===== config.mk =====
export PLATFORM = sky130hd
export DESIGN_NAME = ctrl_pipe_chain
export DESIGN_NICKNAME = d
export VERILOG_FILES = /design/src/rtl/ctrl_pipe_chain.sv
export SDC_FILE = /design/constraint.sdc
export NUM_CORES = 1
export LEC_CHECK = 0
export BUFFER_PORTS_ARGS = -buffer_cell sky130_fd_sc_hd__buf_2
export CAP_MARGIN = 25
export CORE_MARGIN = 8
export CORE_UTILIZATION = 47
export CTS_BUF_LIST = sky130_fd_sc_hd__clkbuf_8 sky130_fd_sc_hd__clkbuf_16
export DETAILED_ROUTE_END_ITERATION = 8
export PLACE_DENSITY = 0.82
export SLEW_MARGIN = 20
export SYNTH_ARGS = -nofsm -noshare
export SYNTH_HDL_FRONTEND = slang
export SYNTH_SLANG_ARGS = --single-unit

===== constraint.sdc =====
create_clock -name clk -period 1.75 [get_ports clk]
set_input_delay 0.35 -clock clk [delete_from_list [all_inputs] [get_ports clk]]
set_output_delay 0.35 -clock clk [all_outputs]
set_load 0.01 [all_outputs]

===== src/rtl/ctrl_pipe_chain.sv =====
// ctrl_pipe_chain: N-stage control-bundle pipeline (EX, MEM, WB, ...) with
// per-stage valid/rd/rd_wr/is_load, keep masks, load-use hazard bubbles,
// branch flush and external freeze. Drives the PC and IF/ID load enables.
// Optional build macro: CTRL_PIPE_STATS_EN adds saturating bubble, flush and
// freeze event counters.

// One pipeline stage register; MASK clears bundle bits not carried here.
module ctrl_pipe_stage #(
  parameter int                CTRL_W = 16,
  parameter int                REG_W  = 4,
  parameter logic [CTRL_W-1:0] MASK   = '1
) (
  input  logic              clk,
  input  logic              reset,
  input  logic              en,
  input  logic [CTRL_W-1:0] d_ctrl,
  input  logic              d_vld,
  input  logic [REG_W-1:0]  d_rd,
  input  logic              d_rdwr,
  input  logic              d_ld,
  output logic [CTRL_W-1:0] q_ctrl,
  output logic              q_vld,
  output logic [REG_W-1:0]  q_rd,
  output logic              q_rdwr,
  output logic              q_ld
);
  // Capture the upstream stage when the chain advances
  always_ff @(posedge clk or negedge reset) begin
    if (!reset) begin
      q_ctrl <= '0;
      q_vld  <= 1'b0;
      q_rd   <= '0;
      q_rdwr <= 1'b0;
      q_ld   <= 1'b0;
    end else if (en) begin
      q_ctrl <= d_ctrl & MASK;
      q_vld  <= d_vld;
      q_rd   <= d_rd;
      q_rdwr <= d_rdwr;
      q_ld   <= d_ld;
    end
  end
endmodule

module ctrl_pipe_chain #(
  parameter int                         CTRL_W    = 16,
  parameter int                         N_STAGES  = 3,
  parameter int                         REG_W     = 4,
  parameter int                         LOAD_LAT  = 1,
  parameter logic [N_STAGES*CTRL_W-1:0] KEEP_MASK = '1
) (
  input  logic                         clk,
  input  logic                         reset,
  input  logic [CTRL_W-1:0]            id_ctrl,
  input  logic                         id_valid,
  input  logic [REG_W-1:0]             id_rs1,
  input  logic [REG_W-1:0]             id_rs2,
  input  logic                         id_use_rs1,
  input  logic                         id_use_rs2,
  input  logic [REG_W-1:0]             id_rd,
  input  logic                         id_rd_wr,
  input  logic                         id_is_load,
  input  logic                         flush,
  input  logic                         stall_ext,
  output logic [N_STAGES*CTRL_W-1:0]   stage_ctrl,
  output logic [N_STAGES-1:0]          stage_valid,
  output logic [N_STAGES*REG_W-1:0]    stage_rd,
  output logic [N_STAGES-1:0]          stage_rd_wr,
  output logic                         pc_le,
  output logic                         ifid_le,
`ifdef CTRL_PIPE_STATS_EN
  output logic [15:0]                  bubble_cnt,
  output logic [15:0]                  flush_cnt,
  output logic [15:0]                  freeze_cnt,
`endif
  output logic                         hazard_stall
);
  localparam logic [0:0] RUN   = 1'b0;
  localparam logic [0:0] STALL = 1'b1;
  localparam int         CW    = $clog2(LOAD_LAT + 1);

  // Index 0 is the stage-0 input; index k+1 is the output of stage k.
  logic [N_STAGES:0][CTRL_W-1:0] ctrl_pipe;
  logic [N_STAGES:0][REG_W-1:0]  rd_pipe;
  logic [N_STAGES:0]             vld_pipe;
  logic [N_STAGES:0]             rdwr_pipe;
  logic [N_STAGES:0]             ld_pipe;

  logic [0:0]    state;
  logic [CW-1:0] cnt;
  logic          hazard, stalling, bubble, adv;
  logic          unused_ld;

  // Load-use: ID reads the register a valid load in EX is about to write.
  assign hazard = (state == RUN) && id_valid && vld_pipe[1] && ld_pipe[1] &&
                  rdwr_pipe[1] &&
                  ((id_use_rs1 && (id_rs1 == rd_pipe[1])) ||
                   (id_use_rs2 && (id_rs2 == rd_pipe[1])));
  assign stalling = (state == STALL) || hazard;

  // flush > stall_ext > hazard
  assign adv          = flush | ~stall_ext;
  assign bubble       = flush | stalling;
  assign pc_le        = flush | (~stall_ext & ~stalling);
  assign ifid_le      = pc_le;
  assign hazard_stall = ~flush & ~stall_ext & stalling;

  assign ctrl_pipe[0] = bubble ? '0 : id_ctrl;
  assign rd_pipe[0]   = bubble ? '0 : id_rd;
  assign vld_pipe[0]  = ~bubble & id_valid;
  assign rdwr_pipe[0] = ~bubble & id_rd_wr;
  assign ld_pipe[0]   = ~bubble & id_is_load;

  for (genvar k = 0; k < N_STAGES; k++) begin : g_stage
    ctrl_pipe_stage #(
      .CTRL_W (CTRL_W),
      .REG_W  (REG_W),
      .MASK   (KEEP_MASK[k*CTRL_W +: CTRL_W])
    ) u_stage (
      .clk    (clk),
      .reset  (reset),
      .en     (adv),
      .d_ctrl (ctrl_pipe[k]),
      .d_vld  (vld_pipe[k]),
      .d_rd   (rd_pipe[k]),
      .d_rdwr (rdwr_pipe[k]),
      .d_ld   (ld_pipe[k]),
      .q_ctrl (ctrl_pipe[k+1]),
      .q_vld  (vld_pipe[k+1]),
      .q_rd   (rd_pipe[k+1]),
      .q_rdwr (rdwr_pipe[k+1]),
      .q_ld   (ld_pipe[k+1])
    );
  end

  assign stage_ctrl  = ctrl_pipe[N_STAGES:1];
  assign stage_rd    = rd_pipe[N_STAGES:1];
  assign stage_valid = vld_pipe[N_STAGES:1];
  assign stage_rd_wr = rdwr_pipe[N_STAGES:1];
  // The last stage's is_load has no consumer.
  assign unused_ld   = ld_pipe[N_STAGES];

  // RUN/STALL sequencing: a hazard starts LOAD_LAT bubbles, flush aborts them
  always_ff @(posedge clk or negedge reset) begin
    if (!reset) begin
      state <= RUN;
      cnt   <= '0;
    end else if (flush) begin
      state <= RUN;
      cnt   <= '0;
    end else if (!stall_ext) begin
      if (state == RUN) begin
        if (hazard && (LOAD_LAT > 1)) begin
          state <= STALL;
          cnt   <= CW'(LOAD_LAT - 1);
        end
      end else begin
        cnt <= cnt - CW'(1);
        if (cnt == CW'(1)) state <= RUN;
      end
    end
  end

`ifdef CTRL_PIPE_STATS_EN
  // Saturating event counters
  always_ff @(posedge clk or negedge reset) begin
    if (!reset) begin
      bubble_cnt <= '0;
      flush_cnt  <= '0;
      freeze_cnt <= '0;
    end else begin
      if (hazard_stall && bubble_cnt != 16'hFFFF) bubble_cnt <= bubble_cnt + 16'd1;
      if (flush && flush_cnt != 16'hFFFF)         flush_cnt  <= flush_cnt + 16'd1;
      if (!flush && stall_ext && freeze_cnt != 16'hFFFF)
        freeze_cnt <= freeze_cnt + 16'd1;
    end
  end
`endif

endmodule

==> metrics.txt, run 1 <==
Tcrit/Tclk final 120%; # IOs 106; Longest Clk Path Bufs 2; setup TNS -1.02 ns; Post-synth top flop dfrtp_1; Gate Count Post-Synth 284; Logic pwr share 15.8%; Setup WS post-layout -0.343 ns; slowest stage delay, CP 0.45 ns; fin cells 454; critical path capture point type primary output; RSZ-0062 raised after global routing yes; slowest CP cell dfrtp_2; Hold Path Class in -> reg; Reg power frac 52.7%; #FFs+latches synth 69; share of cells above drive strength 1 59.7%; syn nets 321; Rows 32; Worst setup startpoint g_stage[0].u_stage.q_rd[1]$_DFFE_PN0P_; asr flop ratio synth 100%; clock share of power 31.5%; Slew HR 70.6%; Clock Pin Slew Worst Setup and Hold Paths 0.07 ns; WL final 7.61 mm; TritonCTS buffer count 9; Worst Path Class, Setup reg -> out; GP Congestion 0.773; Die Height 103 µm; min cycle time layout 2.09 ns; clk root buf clkbuf_8; syn_area_per_cell 12.6 µm²; clk sinks 69; DRC Markers 0; Core Region 7570 µm²; nets@finish 384; number of max-cap violations 0; Tot GR Track Use 15.0%; DR iter-0 viols 52; fin area 4120 µm²; Sw Ratio 26.9%; sequence of cells on the critical path nand2b_4 -> o2111ai_2 -> and4b_2 -> o41ai_4 -> buf_2; Cell Pwr Density 820 nW/µm²; CTS H-Tree Depth 3; Crit Path Max Fanout 5; Port-buffer cells 105; failing checks negative setup slack; area grow syn2layout 15.0%; largest net degree at the start of global routing 40; Yosys cell types 30; Max Slew Vio Count 0; DRT Pass-1 Iters 4; Die X 103 µm; Yosys Warn Count 0; Clock Latency Late Sink 0.32 ns; clk_skew 0.00701 ns; Post-Syn Area 3580 µm²; Placed Area 3880 µm²; first-pass GRT wire length 12.3 mm; Total Die Area 10700 µm²; Crit path required time 1.40 ns; switching pwr 0.000908 W; vias 2248; Critical Path Source Type register; Least-Margin Pin Slew 0.441 ns; Antenna Cells 0; most common cell after layout, fill and taps aside buf_2; most frequent cells in the layout buf_2 (103), dfrtp_1 (66), mux2_2 (39); Int Pwr 0.00247 W; worst endpoint data arrival time 1.74 ns; Final setup viols 3; outcome finished, violations left; Cells after DPL 434; Hold Crit Start id_ctrl[14]; initial core utilization 47.3%; Detail Route Antenna Nets 0; fillcell total 649; WL per Instance 16.8 µm; Post-synth EDFFs 0; gr ovfl total 0; leakage power 2.12 nW; Final Hold Fails 0; post-synthesis sequential area ratio 48.2%; peak supply drop 0.000294 V; CTS tree built; dpl hpwl 5.78 mm; initial antenna violation count 0; DR vias/cell 4.95; r2r startpoint g_stage[0].u_stage.q_rd[2]$_DFFE_PN0P_; Fmax 478 MHz; vias in the first global route 2404
==> worst max-delay path, delay by kind of cell, from the launching register on <==
kind            cells  cell delay, ns
flops               1            0.45
simple gates        2            0.44
buf+inv             1            0.19
compound gates      2            0.33
==> per-layer routing <==
metal  vias up  routed length, µm  track usage, %  share of wire (%)
met1      1117               3140            18.0                 41
met5         -                  0               0                  0
met3         6                474            3.68                6.2
met4         0                 97            6.56                1.3
met2        72               3900            25.1                 51
li1       1053                  -               -                  -
==> state kept, by name, indices dropped and copies added, names as in the netlist <==
| signal | count |
|---|---|
| g_stage.u_stage.q_ld | 1 |
| g_stage.u_stage.q_vld | 3 |
| state | 1 |
| g_stage.u_stage.q_rdwr | 3 |
| g_stage.u_stage.q_ctrl | 48 |
| g_stage.u_stage.q_rd | 12 |
| cnt | 1 |
==> stage by stage <==
step | worst slack, ns | power, W | utilization, % | hold slack, ns
floorplan | -0.0481 | 0.00220 | - | 0.0544
global placement | 0.0143 | 0.00232 | 51.3 | 0.322
detailed placement | -0.0513 | 0.00235 | 51.3 | 0.326
CTS | -0.340 | 0.00343 | 54.1 | 0.266
global route | -0.433 | 0.00357 | 54.4 | 0.271
finish | -0.343 | 0.00338 | 54.4 | 0.289
==> Yosys cell counts, types with 4 or more instances <==
cell type,n,area (µm²)
dfrtp_1,69,1730
mux2_1,4,45.0
clkbuf_1,5,18.8
nor2_1,4,15.0
buf_2,6,30.0
buf_6,4,45.0
mux2_2,39,439
nand3b_1,23,173
o31ai_4,10,213
buf_4,56,420
o31ai_2,10,125
nand2_1,24,90.1
==> area by class of cell <==
type | count | area, µm² | area share (%)
well taps | 102 | 128 | 3.10
clock inverters | 7 | 35.0 | 0.851
inverters | 4 | 15.0 | 0.365
multi-input cells | 138 | 1340 | 32.5
clock buffers | 9 | 124 | 3.01
repair buffers | 125 | 749 | 18.2
flip-flops and latches | 69 | 1730 | 42.0
==> cell families after synthesis <==
| kind of cell | after synthesis | synth area share, % |
|---|---|---|
| buffers and inverters | 77 | 15.9 |
| multiplexers | 43 | 13.5 |
| AND/OR/NAND/NOR | 61 | 9.64 |
| flip-flops | 69 | 48.2 |
| XOR/XNOR | 6 | 1.47 |
| AO/OA/AOI/OAI | 28 | 11.3 |
==> power groups by stage <==
| stage | clock network, W | registers [W] | logic [W] |
|---|---|---|---|
| floorplan | 0 | 0.00181 | 0.000390 |
| global placement | 0 | 0.00180 | 0.000519 |
| detailed placement | 0 | 0.00181 | 0.000533 |
| CTS | 0.00110 | 0.00178 | 0.000543 |
| global route | 0.00119 | 0.00180 | 0.000580 |
| finish | 0.00107 | 0.00178 | 0.000532 |
==> worst paths after layout <==
path | endpoint | slack [ns] | cells after the start
worst max-delay path | ifid_le | -0.34 | 5
worst min register to register | g_stage[2].u_stage.q_rd[3]$_DFFE_PN0P_ | 0.49 | 1
min in group asynchronous | g_stage[1].u_stage.q_ctrl[12]$_DFFE_PN0P_ | 0.52 | 2
max in group asynchronous | g_stage[1].u_stage.q_ctrl[8]$_DFFE_PN0P_ | 0.67 | 3
worst min-delay path | g_stage[0].u_stage.q_ctrl[14]$_DFFE_PN0P_ | 0.29 | 3
worst max register to register | g_stage[0].u_stage.q_ctrl[5]$_DFFE_PN0P_ | 0.04 | 5
==> timing repair <==
item / 4_1_cts / 5_1_grt
endpoints found under the hold margin: 31 / 0
buffers inserted: 2 / 1
gates cloned: 0 / 0
endpoints found under the setup margin: 3 / 26
pin swaps: 1 / 2
resized for setup: 4 / 5
hold buffers: 1 / 0
Note: power is estimated with default switching activity, not from simulation.
==> run 2, diff against run 1 <==
ABC_AREA = 1   (was not set)
==> run 2 against run 1 <==
The run still ends with negative setup slack left. Core utilization rose by 0.48 points. Clock power up 21%. Cell count increased by 27%. Count of clock-buffer cells in the layout grew 1. Maximum frequency increased by 8.3%. Cell area fell by 3.3%. Sequential power rose by 5%. First-iteration DRC count rose to 2.6 times the previous value. Flip-flop and latch count unchanged. Critical path type unchanged.
==> metrics.txt, run 2 <==
outcome finished, violations left; failing checks negative setup slack; Worst setup startpoint g_stage[0].u_stage.q_rd[1]$_DFFE_PN0P_; Buf+Inv Stages, Crit Path 1; dpl hpwl 5.66 mm; vias 2662; initial antenna violation count 0; clk sinks 69; Die Height 102 µm; asr flop ratio synth 100%; slowest stage delay, CP 0.44 ns; top cell type's share of synthesized area 49.3%; DRT Pass-1 Iters 4; # IOs 106; Crit Path Max Fanout 5; Post-Syn Area 3500 µm²; CTS tree built; Post-synth top flop dfrtp_1; Hold WS 0.0148 ns; Final setup viols 3; Port-buffer cells 105; Die X 102 µm; CTS H-Tree Depth 3; max reg flops 48; Cell Pwr Density 967 nW/µm²; most frequent cells in the layout nand2_1 (113), buf_2 (104), dfrtp_1 (67); vias in the first global route 2627; post-synthesis sequential area ratio 49.3%; RSZ-0062 raised after global routing yes; critical path capture point type primary output; cts hold-fix bufs 0; setup TNS -0.529 ns; GP Congestion 0.879; Critical Path Source Type register; nets@finish 510; fin area 3980 µm²; Setup WS post-layout -0.182 ns; Rows 31; clk_skew 0.0155 ns; share of cells above drive strength 1 34.5%; Yosys cell types 18; TritonCTS buffer count 9; peak supply drop 0.000550 V; clk root buf clkbuf_8; largest net degree at the start of global routing 75; #FFs+latches synth 69; Longest Clk Path Bufs 2; area taken by multi-input logic gates 1080 µm²; r2r startpoint g_stage[0].u_stage.q_rd[3]$_DFFE_PN0P_; Seq. cell area 1730 µm²; number of max-cap violations 0; min cycle time layout 1.93 ns; worst endpoint data arrival time 1.58 ns; Clock Pin Slew Worst Setup and Hold Paths 0.08 ns; slowest CP cell dfrtp_1; first-pass GRT wire length 12.7 mm; sequence of cells on the critical path nand2_1 -> nand2_1 -> nor2_2 -> nand3_2 -> nand2_2 -> nand2_4 -> nand3_2 -> nand2_2 -> buf_2; Area contributors post-synth dfrtp_1 (49%), nand2_1 (12%), buf_4 (12%); Tot GR Track Use 15.6%; Tcrit/Tclk final 110%; DR vias/cell 4.61; Hold Path Class in -> async; Slew HR 74.1%; top cell type by total area after synthesis dfrtp_1; gr ovfl total 0; Detail Route Antenna Nets 0; setup slack at placement 0.188 ns; crit-path leading delay family simple AND/OR/NAND/NOR gates; Worst Path Class, Setup reg -> out; most common cell in the synthesized netlist nand2_1; fillcell total 687; initial core utilization 48.3%; Antenna Cells 0; Least-Margin Pin Slew 0.388 ns; leakage power 2.27 nW; Yosys Warn Count 0; syn_area_per_cell 8.32 µm²; Clock Latency Late Sink 0.33 ns; Largest Register g_stage.u_stage.q_ctrl; Post-synth EDFFs 0; Crit path required time 1.40 ns; Gate Count Post-Synth 421; Placed Area 3740 µm²; synth cell count leaders nand2_1 (114), dfrtp_1 (69), buf_4 (55), inv_1 (52), o21ai_0 (43); WL final 8.04 mm; DRC Markers 0; area grow syn2layout 13.6%; Core Region 7250 µm²; DR iter-0 viols 134; leading registers by flop count g_stage.u_stage.q_ctrl (48), g_stage.u_stage.q_rd (12); Fmax 517 MHz; Max Slew Vio Count 0; Final Hold Fails 0; most common cell after layout, fill and taps aside nand2_1; Total Die Area 10500 µm²; syn nets 458; WL per Instance 13.9 µm
run 2: worst paths after layout:
path | endpoint | slack [ns] | cells past startpoint
hold reg to reg | g_stage[2].u_stage.q_ctrl[3]$_DFFE_PN0P_ | 0.48 | 2
min in group clk | g_stage[0].u_stage.q_rd[3]$_DFFE_PN0P_ | 0.33 | 5
max in group asynchronous | g_stage[2].u_stage.q_ctrl[4]$_DFFE_PN0P_ | 1.42 | 2
setup reg to reg | g_stage[0].u_stage.q_rd[0]$_DFFE_PN0P_ | 0.21 | 10
setup / recovery | pc_le | -0.18 | 9
hold / removal | g_stage[0].u_stage.q_rd[3]$_DFFE_PN0P_ | 0.01 | 2
run 2: repair_timing:
action | CTS | global route
pin swaps | 5 | 2
resized for setup | 2 | 5
endpoints found under the setup margin | 3 | 3
setup buffers | 3 | 0
run 2: final cells by class:
cell class | instances | share of cell area (%)
flip-flops and latches | 69 | 43.4
multi-input cells | 223 | 27.2
repair buffers | 114 | 16.0
inverters | 56 | 5.28
clock buffers | 10 | 3.46
well taps | 99 | 3.11
clock inverters | 6 | 1.57
run 2: layer usage:
| metal | routed length [µm] | vias to the layer above | track usage, % |
|---|---|---|---|
| met4 | 167 | 0 | 6.55 |
| li1 | - | 1327 | - |
| met3 | 481 | 13 | 3.88 |
| met2 | 4080 | 85 | 26.1 |
| met1 | 3310 | 1237 | 18.5 |
| met5 | 0 | - | 0 |
run 2: through the flow:
step	power [W]	util (%)	cells
4_1_cts	0.00389	54.7	577
2_1_floorplan	0.00240	-	421
6_report	0.00385	54.9	577
5_1_grt	0.00405	54.9	577
3_3_place_gp	0.00255	51.5	558
3_5_place_dp	0.00258	51.5	558
run 2: power by group:
part,total (W),leakage (nW),switching (W),internal (W)
combinational,0.000686,1.26,0.000414,0.000272
clock,0.00130,0.106,0.000606,0.000695
sequential,0.00187,0.907,0.000109,0.00176
total,0.00385,2.27,0.00113,0.00272
run 2: cell families (layout without fill, tap and decap cells):
group	after synthesis	in the layout	share of synthesized area (%)
AOI/OAI and AO/OA	44	44	6.61
xor gates and xnor gates	2	2	0.500
and+or+nand+nor	177	177	23.2
buffers and inverters	129	186	20.4
DFF	69	69	49.3
